==> src/rtl/scedma_seg_resp_if.sv <==
// Per-channel segment request/response bundle between the access-control stage
// (initiators, master side) and the segment responder (slave side).
interface scedma_seg_resp_if #(
    parameter int CHNLCNT = 4,
    parameter int AW      = 12,
    parameter int DW      = 32
);
    // Handshake: a channel requests with segrd|segwr and holds command, addr and wdat
    // stable until it sees segready high; the request is accepted in that cycle.
    logic [CHNLCNT-1:0]         segrd;
    logic [CHNLCNT-1:0]         segwr;
    logic [CHNLCNT-1:0][AW-1:0] segaddr;
    logic [CHNLCNT-1:0][DW-1:0] segwdat;
    logic [CHNLCNT-1:0]         segready;
    logic [CHNLCNT-1:0][DW-1:0] segrdat;
    logic [CHNLCNT-1:0]         segrdatvld;

    modport master (
        output segrd, segwr, segaddr, segwdat,
        input  segready, segrdat, segrdatvld
    );

    modport slave (
        input  segrd, segwr, segaddr, segwdat,
        output segready, segrdat, segrdatvld
    );
endinterface

==> src/rtl/scedma_seg_resp.sv <==
// Segment responder: round-robin arbitration of CHNLCNT channels onto one
// single-port segment SRAM, with an in-order tagged read-return pipeline.
module scedma_seg_resp #(
    parameter int CHNLCNT  = 4,
    parameter int AW       = 12,
    parameter int DW       = 32,
    parameter int SEGDEPTH = 4096,
    parameter int RDLAT    = 1
) (
    input  logic          clk,
    input  logic          reset,
    scedma_seg_resp_if.slave seg,
    output logic          mem_ce,
    output logic          mem_we,
    output logic [AW-1:0] mem_addr,
    output logic [DW-1:0] mem_wdat,
    input  logic [DW-1:0] mem_rdat,
    output logic          oorerr,
    output logic          proterr
);
    localparam int CW = (CHNLCNT > 1) ? $clog2(CHNLCNT) : 1;
    localparam logic [AW:0] SEG_LIMIT = (AW+1)'(SEGDEPTH);

    logic [CW-1:0]      rr_ptr;
    logic [CHNLCNT-1:0] req;
    logic [CHNLCNT-1:0] grant;
    logic               gnt_any;
    logic [CW-1:0]      gnt_id;
    logic [CW-1:0]      cand;

    logic               rd_sel;
    logic               wr_sel;
    logic [AW-1:0]      addr_sel;
    logic               in_range;
    logic               is_read;
    logic               is_write;

    logic [RDLAT-1:0]   tag_vld;
    logic [RDLAT-1:0]   tag_oor;
    logic [CW-1:0]      tag_ch [RDLAT];
    logic               ret_vld;
    logic [CW-1:0]      ret_ch;
    logic [DW-1:0]      ret_data;

    logic [CHNLCNT-1:0][DW-1:0] rdat_q;

    assign req = seg.segrd | seg.segwr;

    // First requester at or after the pointer wins; nothing is granted in reset.
    always_comb begin
        grant   = '0;
        gnt_any = 1'b0;
        gnt_id  = '0;
        cand    = '0;
        for (int k = 0; k < CHNLCNT; k++) begin
            cand = CW'((int'(rr_ptr) + k) % CHNLCNT);
            if (!reset && !gnt_any && req[cand]) begin
                grant[cand] = 1'b1;
                gnt_any     = 1'b1;
                gnt_id      = cand;
            end
        end
    end

    assign rd_sel   = seg.segrd[gnt_id];
    assign wr_sel   = seg.segwr[gnt_id];
    assign addr_sel = seg.segaddr[gnt_id];
    assign in_range = ({1'b0, addr_sel} < SEG_LIMIT);
    assign is_write = gnt_any & wr_sel;
    assign is_read  = gnt_any & rd_sel & ~wr_sel;

    assign seg.segready = grant;

    assign mem_ce   = gnt_any & in_range;
    assign mem_we   = is_write & in_range;
    assign mem_addr = gnt_any ? addr_sel : '0;
    assign mem_wdat = is_write ? seg.segwdat[gnt_id] : '0;

    always_ff @(posedge clk or posedge reset) begin
        if (reset) begin
            rr_ptr  <= '0;
            oorerr  <= 1'b0;
            proterr <= 1'b0;
        end else begin
            oorerr  <= gnt_any & ~in_range;
            proterr <= gnt_any & rd_sel & wr_sel;
            if (gnt_any) begin
                rr_ptr <= (int'(gnt_id) == CHNLCNT - 1) ? '0 : gnt_id + 1'b1;
            end
        end
    end

    // Out-of-range reads ride the same tag pipeline so returns stay in acceptance order.
    always_ff @(posedge clk or posedge reset) begin
        if (reset) begin
            tag_vld <= '0;
            tag_oor <= '0;
            for (int s = 0; s < RDLAT; s++) begin
                tag_ch[s] <= '0;
            end
        end else begin
            tag_vld[0] <= is_read;
            tag_oor[0] <= ~in_range;
            tag_ch[0]  <= gnt_id;
            for (int s = 1; s < RDLAT; s++) begin
                tag_vld[s] <= tag_vld[s-1];
                tag_oor[s] <= tag_oor[s-1];
                tag_ch[s]  <= tag_ch[s-1];
            end
        end
    end

    assign ret_vld  = tag_vld[RDLAT-1];
    assign ret_ch   = tag_ch[RDLAT-1];
    assign ret_data = tag_oor[RDLAT-1] ? '0 : mem_rdat;

    always_ff @(posedge clk or posedge reset) begin
        if (reset) begin
            rdat_q <= '0;
        end else if (ret_vld) begin
            rdat_q[ret_ch] <= ret_data;
        end
    end

    // Returning channel sees SRAM data in the return cycle; others hold their last value.
    always_comb begin
        seg.segrdatvld = '0;
        seg.segrdat    = rdat_q;
        if (ret_vld) begin
            seg.segrdatvld[ret_ch] = 1'b1;
            seg.segrdat[ret_ch]    = ret_data;
        end
    end
endmodule
==> src/flat_wrapper.sv <==
// flat-port wrapper written by rule: the top's interface ports become plain ports
module scedma_seg_resp_flat 
#(
    parameter int CHNLCNT  = 4,
    parameter int AW       = 12,
    parameter int DW       = 32,
    parameter int SEGDEPTH = 4096,
    parameter int RDLAT    = 1
)
  (clk, reset, mem_ce, mem_we, mem_addr, mem_wdat, mem_rdat, oorerr, proterr, seg_segrd, seg_segwr, seg_segaddr, seg_segwdat, seg_segready, seg_segrdat, seg_segrdatvld);
  scedma_seg_resp_if #(.CHNLCNT(CHNLCNT), .AW(AW), .DW(DW)) seg_i ();
  input  logic clk;
  input  logic reset;
  output logic mem_ce;
  output logic mem_we;
  output logic [AW-1:0] mem_addr;
  output logic [DW-1:0] mem_wdat;
  input  logic [DW-1:0] mem_rdat;
  output logic oorerr;
  output logic proterr;
  input wire logic [$bits(seg_i.segrd)-1:0] seg_segrd;
  input wire logic [$bits(seg_i.segwr)-1:0] seg_segwr;
  input wire logic [$bits(seg_i.segaddr)-1:0] seg_segaddr;
  input wire logic [$bits(seg_i.segwdat)-1:0] seg_segwdat;
  output wire logic [$bits(seg_i.segready)-1:0] seg_segready;
  output wire logic [$bits(seg_i.segrdat)-1:0] seg_segrdat;
  output wire logic [$bits(seg_i.segrdatvld)-1:0] seg_segrdatvld;
  assign seg_i.segrd = seg_segrd;
  assign seg_i.segwr = seg_segwr;
  assign seg_i.segaddr = seg_segaddr;
  assign seg_i.segwdat = seg_segwdat;
  assign seg_segready = seg_i.segready;
  assign seg_segrdat = seg_i.segrdat;
  assign seg_segrdatvld = seg_i.segrdatvld;
  scedma_seg_resp #(.CHNLCNT(CHNLCNT), .AW(AW), .DW(DW), .SEGDEPTH(SEGDEPTH), .RDLAT(RDLAT)) u_core (.clk(clk), .reset(reset), .seg(seg_i), .mem_ce(mem_ce), .mem_we(mem_we), .mem_addr(mem_addr), .mem_wdat(mem_wdat), .mem_rdat(mem_rdat), .oorerr(oorerr), .proterr(proterr));
endmodule
==> config.mk <==
export PLATFORM = sky130hd
export DESIGN_NAME = scedma_seg_resp_flat
export DESIGN_NICKNAME = d
export VERILOG_FILES = /design/src/rtl/scedma_seg_resp_if.sv /design/src/rtl/scedma_seg_resp.sv /design/src/flat_wrapper.sv
export SDC_FILE = /design/constraint.sdc
export NUM_CORES = 1
export LEC_CHECK = 0
export ABC_AREA = 0
export CAP_MARGIN = 20
export CELL_PAD_IN_SITES_DETAIL_PLACEMENT = 0
export CELL_PAD_IN_SITES_GLOBAL_PLACEMENT = 1
export CORE_UTILIZATION = 24
export DETAILED_ROUTE_END_ITERATION = 10
export PLACE_DENSITY_LB_ADDON = 0.3
export SYNTH_ARGS = -nofsm -noshare
export SYNTH_HDL_FRONTEND = slang
export SYNTH_SLANG_ARGS = --single-unit
==> constraint.sdc <==
create_clock -name clk -period 10.4 [get_ports clk]
set_input_delay 3.12 -clock clk [delete_from_list [all_inputs] [get_ports clk]]
set_output_delay 3.12 -clock clk [all_outputs]
set_load 0.02 [all_outputs]
; ---- Word-level counts from Yosys, hierarchy flattened
; Cells that the tools add are included.
[totals]
register_bits = 134
latchBits = 0
ram_bits = 0
rom_bits = 0
inputBits = 218
output_inout_bits = 184
elab_cells = 95
n_memories = 0
[classes]
addsub = 4
mul = 0
n_div = 0
order_cmp = 11
eq_ne = 1
shift = 0
n_mux = 46
n_bitwise = 9
n_reduce_logical = 16
[ops]
columns = operator, count
row1 = bitwise mux 128 bit, 1
row2 = 2-to-1 mux 128 bit, 1
row3 = 2-to-1 mux 32 bit, 3
row4 = binary-select mux 32 bit (select 2 bit), 1
row5 = demux 32 bit (select 2 bit), 1
row6 = binary-select mux 12 bit (select 2 bit), 1
row7 = 2-to-1 mux 12 bit, 2
row8 = 2-to-1 mux 4 bit, 5
row9 = "less-than comparator 2 x 3 -> 1 bit, second input constant", 6
row10 = bitwise OR 4 bit, 4
row11 = 2-to-1 mux 1 bit, 15
row12 = binary-select mux 1 bit (select 2 bit), 6
row13 = logical AND 1 bit, 12
row14 = demux 1 bit (select 2 bit), 5
row15 = "greater-or-equal comparator 2 x 1 -> 1 bit, second input constant", 5
row16 = 2-to-1 mux 2 bit, 5
row17 = "adder 2 x 1 -> 2 bit, second input constant", 2
row18 = "adder 2 bit, second input constant", 2
row19 = AND 1 bit, 4
row20 = logical NOT 1 bit, 4
row21 = "== test 2 x 1 -> 1 bit, second input constant", 1
row22 = NOT 1 bit, 1

; ---- Depth between registers and ports, before layout
; Gate-level depths: netlist (run 1).
[depth]
word_depth = 21
ltp_mapped = 13
mapped_depth_nobuf = 10

; ---- Worst setup path after synthesis (run 1)
; OpenSTA, ideal clock, no wires.
[synth_timing]
path_kind = input-to-output
from = in reset
to = out mem_wdat[10]
arrival_time_ps = 7995
t_required_ps = 7280
setup_slack_ps = -715
stages = 7
path_buffers = 1
path_cell_list = inv_1 > nand2_1 > o22ai_1 > nand3_2 > nor3b_2 > buf_2 > a221o_1
[synth_between]
elab_cells_between_ends = 25
classes_between = mux: 13 / bitwise: 1 / reduce/logical: 11
[synth_rtl]
columns = element, line_no
row1 = from (decl), flat_wrapper.sv:13  ; input logic reset;
row2 = logical NOT 1 bit (*), scedma_seg_resp.sv:57  ; if (!reset && !gnt_any && req[cand]) begin
row3 = logical AND 1 bit, scedma_seg_resp.sv:57
row4 = 2-to-1 mux 1 bit, scedma_seg_resp.sv:57
row5 = logical NOT 1 bit, scedma_seg_resp.sv:57
row6 = logical AND 1 bit (2 in series), scedma_seg_resp.sv:57
row7 = 2-to-1 mux 1 bit, scedma_seg_resp.sv:57
row8 = logical NOT 1 bit, scedma_seg_resp.sv:57
row9 = logical AND 1 bit (2 in series), scedma_seg_resp.sv:57
row10 = 2-to-1 mux 1 bit, scedma_seg_resp.sv:57
row11 = logical NOT 1 bit, scedma_seg_resp.sv:57
row12 = logical AND 1 bit (2 in series), scedma_seg_resp.sv:57
row13 = 2-to-1 mux 1 bit (*), scedma_seg_resp.sv:57
row14 = named net mem_ce, flat_wrapper.sv:14  ; output logic mem_ce;
row15 = AND 1 bit (*), scedma_seg_resp.sv:69  ; assign is_write = gnt_any & wr_sel;
row16 = 2-to-1 mux 32 bit (*), scedma_seg_resp.sv:77  ; assign mem_wdat = is_write ? seg.segwdat[gnt_id] : '0;
row17 = to (decl), flat_wrapper.sv:17  ; output logic [DW-1:0] mem_wdat;
; The timed path passes the listed nets; every way through them passes the cells marked *. The select of a mux whose other input is x is not followed.

; ---- Worst setup path after layout (run 1)
[layout_timing]
from = in seg_segrd[0]
to = out mem_wdat[30]
[layout_between]
elab_chain_len = 21
elab_cells_between_ends = 33
classes_between = mux: 21 / bitwise: 2 / reduce/logical: 10
[layout_lines]
columns = element, line_no
row1 = from (decl), flat_wrapper.sv:21  ; input wire logic [$bits(seg_i.segrd)-1:0] seg_segrd;
row2 = bitwise OR 4 bit (*), scedma_seg_resp.sv:47  ; assign req = seg.segrd | seg.segwr;
row3 = binary-select mux 1 bit (select 2 bit), scedma_seg_resp.sv:57
row4 = 2-to-1 mux 1 bit (not written as such), scedma_seg_resp.sv:57
row5 = logical AND 1 bit, scedma_seg_resp.sv:57
row6 = 2-to-1 mux 1 bit, scedma_seg_resp.sv:57
row7 = logical NOT 1 bit, scedma_seg_resp.sv:57
row8 = logical AND 1 bit (2 in series), scedma_seg_resp.sv:57
row9 = 2-to-1 mux 1 bit, scedma_seg_resp.sv:57
row10 = [3 not listed], -
row11 = 2-to-1 mux 1 bit, scedma_seg_resp.sv:57
row12 = logical NOT 1 bit, scedma_seg_resp.sv:57
row13 = logical AND 1 bit (2 in series), scedma_seg_resp.sv:57
row14 = 2-to-1 mux 2 bit, scedma_seg_resp.sv:57
row15 = binary-select mux 1 bit (select 2 bit), scedma_seg_resp.sv:66  ; assign wr_sel = seg.segwr[gnt_id];
row16 = 2-to-1 mux 1 bit (not written as such), scedma_seg_resp.sv:66
row17 = AND 1 bit, scedma_seg_resp.sv:69
row18 = 2-to-1 mux 32 bit (*), scedma_seg_resp.sv:77
; Every way passes the cells marked *; elsewhere a longest branch is shown, timed or not. The select of a mux whose other input is x is not followed.

==> reports/results.ini, run 1 <==
[timing]
min_period_ps = 10080
fmax_ghz = 0.0992
tightest_slew_ps = 871
rsz0062_at_grt = false
hold_ws_ps = 470
fin_tns_setup_ps = 0
fin_crit_sh_pct = 96.9
hold_viol = 0
clock_skew_ps = 8.04
slew_headroom_pct = 41.9
maxSlewViolCount = 0
setup_viol = 0

[detailed_routing]
first_pass_iters = 5
drt-initial-drc-count = 354
wl_per_cell_um = 19.1
viasPerCell = 4.62
antenna_left = 0
wl_mm = 28.4
route.detailed.drc = 0
vias = 6872

[finish]
finalInstanceArea_sq_um = 11800
drive_gt1_share_pct = 12.3
multiInputGateArea_sq_um = 3200
area_growth_pct = 75.3
finalNonFillerCells = 1488
num-fill-cells = 2689
final_cell_mix = 400 x clkdlybuf4s50_1, 273 x nand2_1, 134 x dfrtp_1
regArea_sq_um = 3350
layout_commonest_cell = clkdlybuf4s50_1
fin_util_pct = 42.7
fin_nets = 1312

[logic_synthesis]
ys_seq_area_share_pct = 49.6
netlist-cell-type-count = 41
yosys_warnings = 0
synthCells = 698
synth-seq-cells = 134
syn-cell-area_sq_um = 6760
syn-num-nets = 920
syn_area_per_cell_sq_um = 9.68

[clocking]
clk_pin_slew_ps = 60
ctsResizeCount = 0
ctsHoldBuffers = 0
root_buffer = clkbuf_16
cts_made_buffers = 17
cts_buffer_depth = 2
clock_latency_ps = 420
cts_setup_buffers = 0
h-tree-depth = 4
clock_sinks = 134
cts_tree = done

[global_route]
gr-total-overflow = 0
grt_max_degree = 54
grt_pass1_wl_mm = 42.6
track_usage_pct = 19.6
grt_pass1_vias = 7163
antenna_found_initial = 6

[setup_path]
worst_r2r_endpoint = u_core.proterr
rr_startpoint = u_core.rr_ptr[0]
rr_worst_depth = 9
critPathKind = input pin to output pin
cp.arrival_ps = 6960
worstPathRequired_ps = 7280
worst_setup_path_end_kind = output pin
worstPathMaxFanout = 18
critPathLaunchType = input pin
r2r_slack_ps = 6650

[hold_path]
holdCritPathClass = register to register
worstHoldStart = u_core.rdat_q[50]
min_to = u_core.rdat_q[50]
whs_path_depth = 2

[placement]
dp.cells = 1449
gp_congestion = 0.896
io_buffers = 400
dpl_cell_area_sq_um = 11200
hpwl_mm = 21.4

[floorplanning]
core_area_sq_um = 27700
initial_core_util_pct = 24.4
die_x_um = 170
io_pins = 402
rows = 61
dieArea_sq_um = 28800
dieHeight_um = 170

[power]
p_leak_nw = 4.99
peakVddDrop_v = 0.0000993
p_per_area_nw_per_um2 = 317

[job]
cap_violations = 0

[outcome]
status = completed

## state kept, by name, indices dropped and copies added, names as in the netlist
register,cells
u_core.rdat_q,128
u_core.ret_ch,2
u_core.rr_ptr,2
u_core.proterr,1
u_core.ret_vld,1
## cell families (layout without fill, tap and decap cells)
group | after synthesis | after routing | synth area share (%)
AOI/OAI and AO/OA | 104 | 104 | 12.3
muxes | 94 | 94 | 15.9
and+or+nand+nor | 306 | 306 | 17.9
adders and majority gates | 4 | 4 | 0.741
other | 1 | 8 | 0.0555
buffers and inverters | 55 | 460 | 3.54
DFF | 134 | 134 | 49.6
## stage by stage
| step | power, W | worst slack, ps |
|---|---|---|
| after floorplan | 0.00207 | 539 |
| after global placement | 0.00316 | 404 |
| after detailed placement | 0.00318 | 315 |
| after CTS | 0.00381 | 303 |
| after global routing | 0.00397 | 130 |
| final | 0.00376 | 320 |
## routing by layer
layer	wire length, um	vias up	global-route usage, %
li1	-	3242	-
met1	11600	3305	23.4
met2	13800	282	31.7
met3	2190	43	5.74
met4	774	0	10.7
met5	0	-	0
## worst max-delay path by stage
| stage | cells after the start | startpoint | end |
|---|---|---|---|
| floorplan | 7 | reset | mem_wdat[11] |
| global placement | 9 | seg_segrd[0] | mem_wdat[31] |
| detailed placement | 9 | seg_segrd[0] | mem_wdat[30] |
| CTS | 9 | seg_segrd[0] | mem_wdat[30] |
| global route | 9 | seg_segrd[0] | mem_wdat[3] |
| finish | 9 | seg_segrd[0] | mem_wdat[30] |
## final cells by class
cell class,count,share of cell area [%]
sequential,134,28.3
antenna,7,0.148
timing repair buffer,421,35.2
multi-input combinational,509,27.0
clock inverter,14,1.39
clock buffer,18,3.62
tap,378,3.99
inverter,7,0.254
## Yosys cell counts
| master | number | area share (%) |
|---|---|---|
| nand2_1 | 273 | 15 |
| dfrtp_1 | 134 | 50 |
| mux2_2 | 64 | 11 |
| o22ai_1 | 47 | 4.4 |
| a221o_1 | 33 | 4.9 |
| mux2i_1 | 26 | 3.9 |
| clkbuf_1 | 25 | 1.4 |
| buf_2 | 16 | 1.2 |
| nor2_1 | 12 | 0.67 |
| inv_1 | 6 | 0.33 |
| a21oi_1 | 5 | 0.37 |
| nor3_1 | 5 | 0.37 |
| a222oi_1 | 4 | 0.59 |
| ha_1 | 4 | 0.74 |
| mux4_2 | 4 | 1.3 |
| or2_2 | 4 | 0.37 |
| buf_1 | 3 | 0.17 |
| buf_4 | 3 | 0.33 |
| o21ai_0 | 3 | 0.22 |
| a2111o_1 | 2 | 0.33 |
| nand3_1 | 2 | 0.15 |
| nand3b_1 | 2 | 0.22 |
| o211ai_1 | 2 | 0.22 |
| or4_1 | 2 | 0.22 |
| a211oi_1 | 1 | 0.11 |
| a21o_1 | 1 | 0.11 |
| a221oi_4 | 1 | 0.39 |
| a311oi_2 | 1 | 0.22 |
| clkbuf_2 | 1 | 0.074 |
| conb_1 | 1 | 0.056 |
| inv_2 | 1 | 0.056 |
| nand2b_1 | 1 | 0.093 |
| nand3_2 | 1 | 0.15 |
| nand4_1 | 1 | 0.093 |
| nor2b_1 | 1 | 0.093 |
| nor3b_1 | 1 | 0.11 |
| nor3b_2 | 1 | 0.19 |
| o21ai_1 | 1 | 0.074 |
| o221a_2 | 1 | 0.17 |
| o221ai_1 | 1 | 0.13 |
| o31ai_1 | 1 | 0.11 |
## where the power goes
part / total [W] / internal (W) / switching (W)
Clock: 0.000606 / 0.000360 / 0.000246
Combinational: 0.00229 / 0.00107 / 0.00123
Sequential: 0.000859 / 0.000782 / 0.0000773
Total: 0.00376 / 0.00221 / 0.00155
## worst max-delay path: stages
cell	delay (ps)
clkdlybuf4s50_1	490
or4_1	560
a2111o_1	450
a311oi_4	420
nand2_1	120
nor2_2	580
buf_4	370
a221o_1	220
clkdlybuf4s50_1	620
(Power assumes the default switching activity.)
==> inputs of run 2 (changes only) <==
- CTS_CLUSTER_SIZE: unset -> 10
==> results of run 2 <==
Same layout as run 1: the final DEF is identical, and so are final timing and power.
==> inputs of run 3 (changes only) <==
- CORE_ASPECT_RATIO: unset -> 1.2
==> run 3 against run 2 <==
  * Cell area fell by 0.29%
  * Combinational power barely moved
  * Die area is essentially flat
  * Clock-buffer cell count up 3
  * Critical path type unchanged
  * Critical endpoint is now mem_wdat[26]
  * Largest power group unchanged
==> reports/results.ini, run 3 (synthesized netlist as in run 1, its figures left out) <==
[outcome]
status = completed  ; unchanged

[setup_path]
rr_startpoint = u_core.rr_ptr[1]  ; was u_core.rr_ptr[0]
critPathKind = input pin to output pin  ; unchanged
cp.arrival_ps = 6690  ; was 6960 ps
cp_cell_sequence = clkdlybuf4s50_1 > buf_4 > nor2_1 > mux4_2 > a221oi_4 > nand2b_1 > nand3_2 > nor2_2 > buf_4 > a221o_1 > clkdlybuf4s50_1  ; was clkdlybuf4s50_1 > or4_1 > a2111o_1 > a311oi_4 > nand2_1 > nor2_2 > buf_4 > a221o_1 > clkdlybuf4s50_1
worstPathMaxFanout = 33  ; was 18
worstPathRequired_ps = 7280  ; about the same
r2r_slack_ps = 6850  ; was 6650 ps
worst_setup_path_end_kind = output pin  ; unchanged
critPathLaunchType = input pin  ; unchanged
rr_worst_depth = 10  ; was 9
critical-path-max-stage-delay_ps = 560  ; was 620 ps
worst_r2r_endpoint = u_core.proterr  ; unchanged
slowest_stage = mux4_2  ; was clkdlybuf4s50_1

[timing]
fmax_ghz = 0.102  ; was 0.0992 GHz
slew_headroom_pct = 38.1  ; was 41.9%
fin_crit_sh_pct = 94.3  ; was 96.9%
timing.final.ws_setup_ps = 591  ; was 320 ps
setup_viol = 0  ; unchanged
maxSlewViolCount = 0  ; unchanged
hold_viol = 0  ; unchanged
min_period_ps = 9810  ; was 10080 ps
rsz0062_at_grt = false  ; unchanged
clock_skew_ps = 9.02  ; was 8.04 ps
tightest_slew_ps = 929  ; was 871 ps
fin_tns_setup_ps = 0  ; unchanged

[floorplanning]
dieArea_sq_um = 28800  ; about the same
io_pins = 402  ; unchanged
dieHeight_um = 186  ; was 170 um
core_area_sq_um = 27400  ; was 27700 sq um
rows = 66  ; was 61
initial_core_util_pct = 24.6  ; was 24.4%
die_x_um = 155  ; was 170 um

[hold_path]
whs_path_depth = 2  ; unchanged
holdCritPathClass = register to register  ; unchanged
min_to = u_core.rdat_q[48]  ; was u_core.rdat_q[50]
worstHoldStart = u_core.rdat_q[48]  ; was u_core.rdat_q[50]

[global_route]
grt_max_degree = 71  ; was 54
antenna_found_initial = 10  ; was 6
gr-total-overflow = 0  ; unchanged
grt_pass1_vias = 7088  ; was 7163
track_usage_pct = 21.1  ; was 19.6%
grt_pass1_wl_mm = 44.5  ; was 42.6 mm

[clocking]
cts_setup_buffers = 0  ; unchanged
ctsResizeCount = 0  ; unchanged
cts_tree = done  ; unchanged
h-tree-depth = 4  ; unchanged
clock_sinks = 134  ; unchanged
ctsHoldBuffers = 0  ; unchanged
clk_pin_slew_ps = 50  ; was 60 ps
cts_made_buffers = 17  ; unchanged
root_buffer = clkbuf_16  ; unchanged
clock_latency_ps = 420  ; about the same
cts_buffer_depth = 2  ; unchanged

[placement]
hpwl_mm = 23.3  ; was 21.4 mm
pre_cts_slack_ps = 601  ; was 315 ps
io_buffers = 400  ; unchanged
gp_congestion = 0.896  ; about the same

[finish]
multiInputGateArea_sq_um = 3200  ; about the same
largest_reg_flops = 128  ; unchanged
final_cell_mix = 400 x clkdlybuf4s50_1, 273 x nand2_1, 134 x dfrtp_1  ; unchanged
num-fill-cells = 2750  ; was 2689
area_growth_pct = 74.8  ; was 75.3%
regArea_sq_um = 3350  ; unchanged
drive_gt1_share_pct = 12.1  ; was 12.3%
layout_commonest_cell = clkdlybuf4s50_1  ; unchanged
regMostFlops = u_core.rdat_q  ; unchanged
fin_nets = 1314  ; was 1312

[detailed_routing]
viasPerCell = 4.60  ; was 4.62
antenna_left = 0  ; unchanged
drt-initial-drc-count = 353  ; was 354
vias = 6827  ; was 6872
wl_mm = 30.4  ; was 28.4 mm
route.detailed.drc = 0  ; unchanged
wl_per_cell_um = 20.5  ; was 19.1 um
first_pass_iters = 6  ; was 5

[power]
peakVddDrop_v = 0.000119  ; was 0.0000993 V
p_per_area_nw_per_um2 = 316  ; was 317 nW/um^2
p_leak_nw = 4.98  ; was 4.99 nW

[job]
cap_violations = 0  ; unchanged

[run 3: cell count changes in the layout (fill, tap and decap cells not counted), moves of 2 or more]
cell	previous run	this run
buf_4	20	23
clkbuf_8	0	2
clkinv_2	0	2
clkinv_4	4	2
inv_6	5	0
[run 3: routing by layer]
metal / GRT usage [%] / vias to the layer above / share of wire (%)
li1: - / 3236 / -
met1: 24.1 / 3235 / 41
met2: 36.3 / 311 / 49
met3: 7.03 / 41 / 8.0
met4: 8.00 / 4 / 2.6
met5: 0 / - / 0.089
[run 3: worst max path at each step]
| stage | start | endpoint | slack, ps | cells past startpoint |
|---|---|---|---|---|
| 4_1_cts | seg_segwr[0] | mem_addr[9] | 590 | 8 |
| 3_3_place_gp | seg_segwr[0] | mem_addr[9] | 600 | 8 |
| 6_report | seg_segwr[3] | mem_wdat[26] | 590 | 11 |
| 3_5_place_dp | seg_segwr[0] | mem_addr[9] | 600 | 8 |
| 2_1_floorplan | reset | mem_wdat[11] | 540 | 7 |
| 5_1_grt | seg_segwr[3] | mem_wdat[4] | 420 | 11 |
[run 3: critical path, delay by kind of cell]
family	cells	cell delay, ps
buffers and inverters	4	1600
AO/OA/AOI/OAI	2	830
AND/OR/NAND/NOR	4	560
multiplexers	1	560
[run 3: power breakdown]
part / total (W) / internal (W) / switching, W
sequential: 0.000859 / 0.000782 / 0.0000767
clock: 0.000582 / 0.000361 / 0.000221
combinational: 0.00230 / 0.00107 / 0.00123
[run 3: cell type report]
type | instances | share of cell area [%]
multi-input combinational | 509 | 27.1
antenna | 8 | 0.170
clock buffer | 21 | 3.90
sequential | 134 | 28.4
inverter | 7 | 0.254
tap | 374 | 3.96
clock inverter | 8 | 0.869
timing repair buffer | 423 | 35.4
[run 3: through the flow]
step	hold slack, ps	utilization (%)	instance area [sq um]	std cells	total power, W
2_1_floorplan	559	-	6760	698	0.00207
5_1_grt	497	43.0	11800	1480	0.00395
3_5_place_dp	457	40.9	11200	1447	0.00318
3_3_place_gp	454	40.9	11200	1447	0.00317
4_1_cts	473	43.0	11800	1476	0.00378
6_report	468	43.1	11800	1484	0.00374
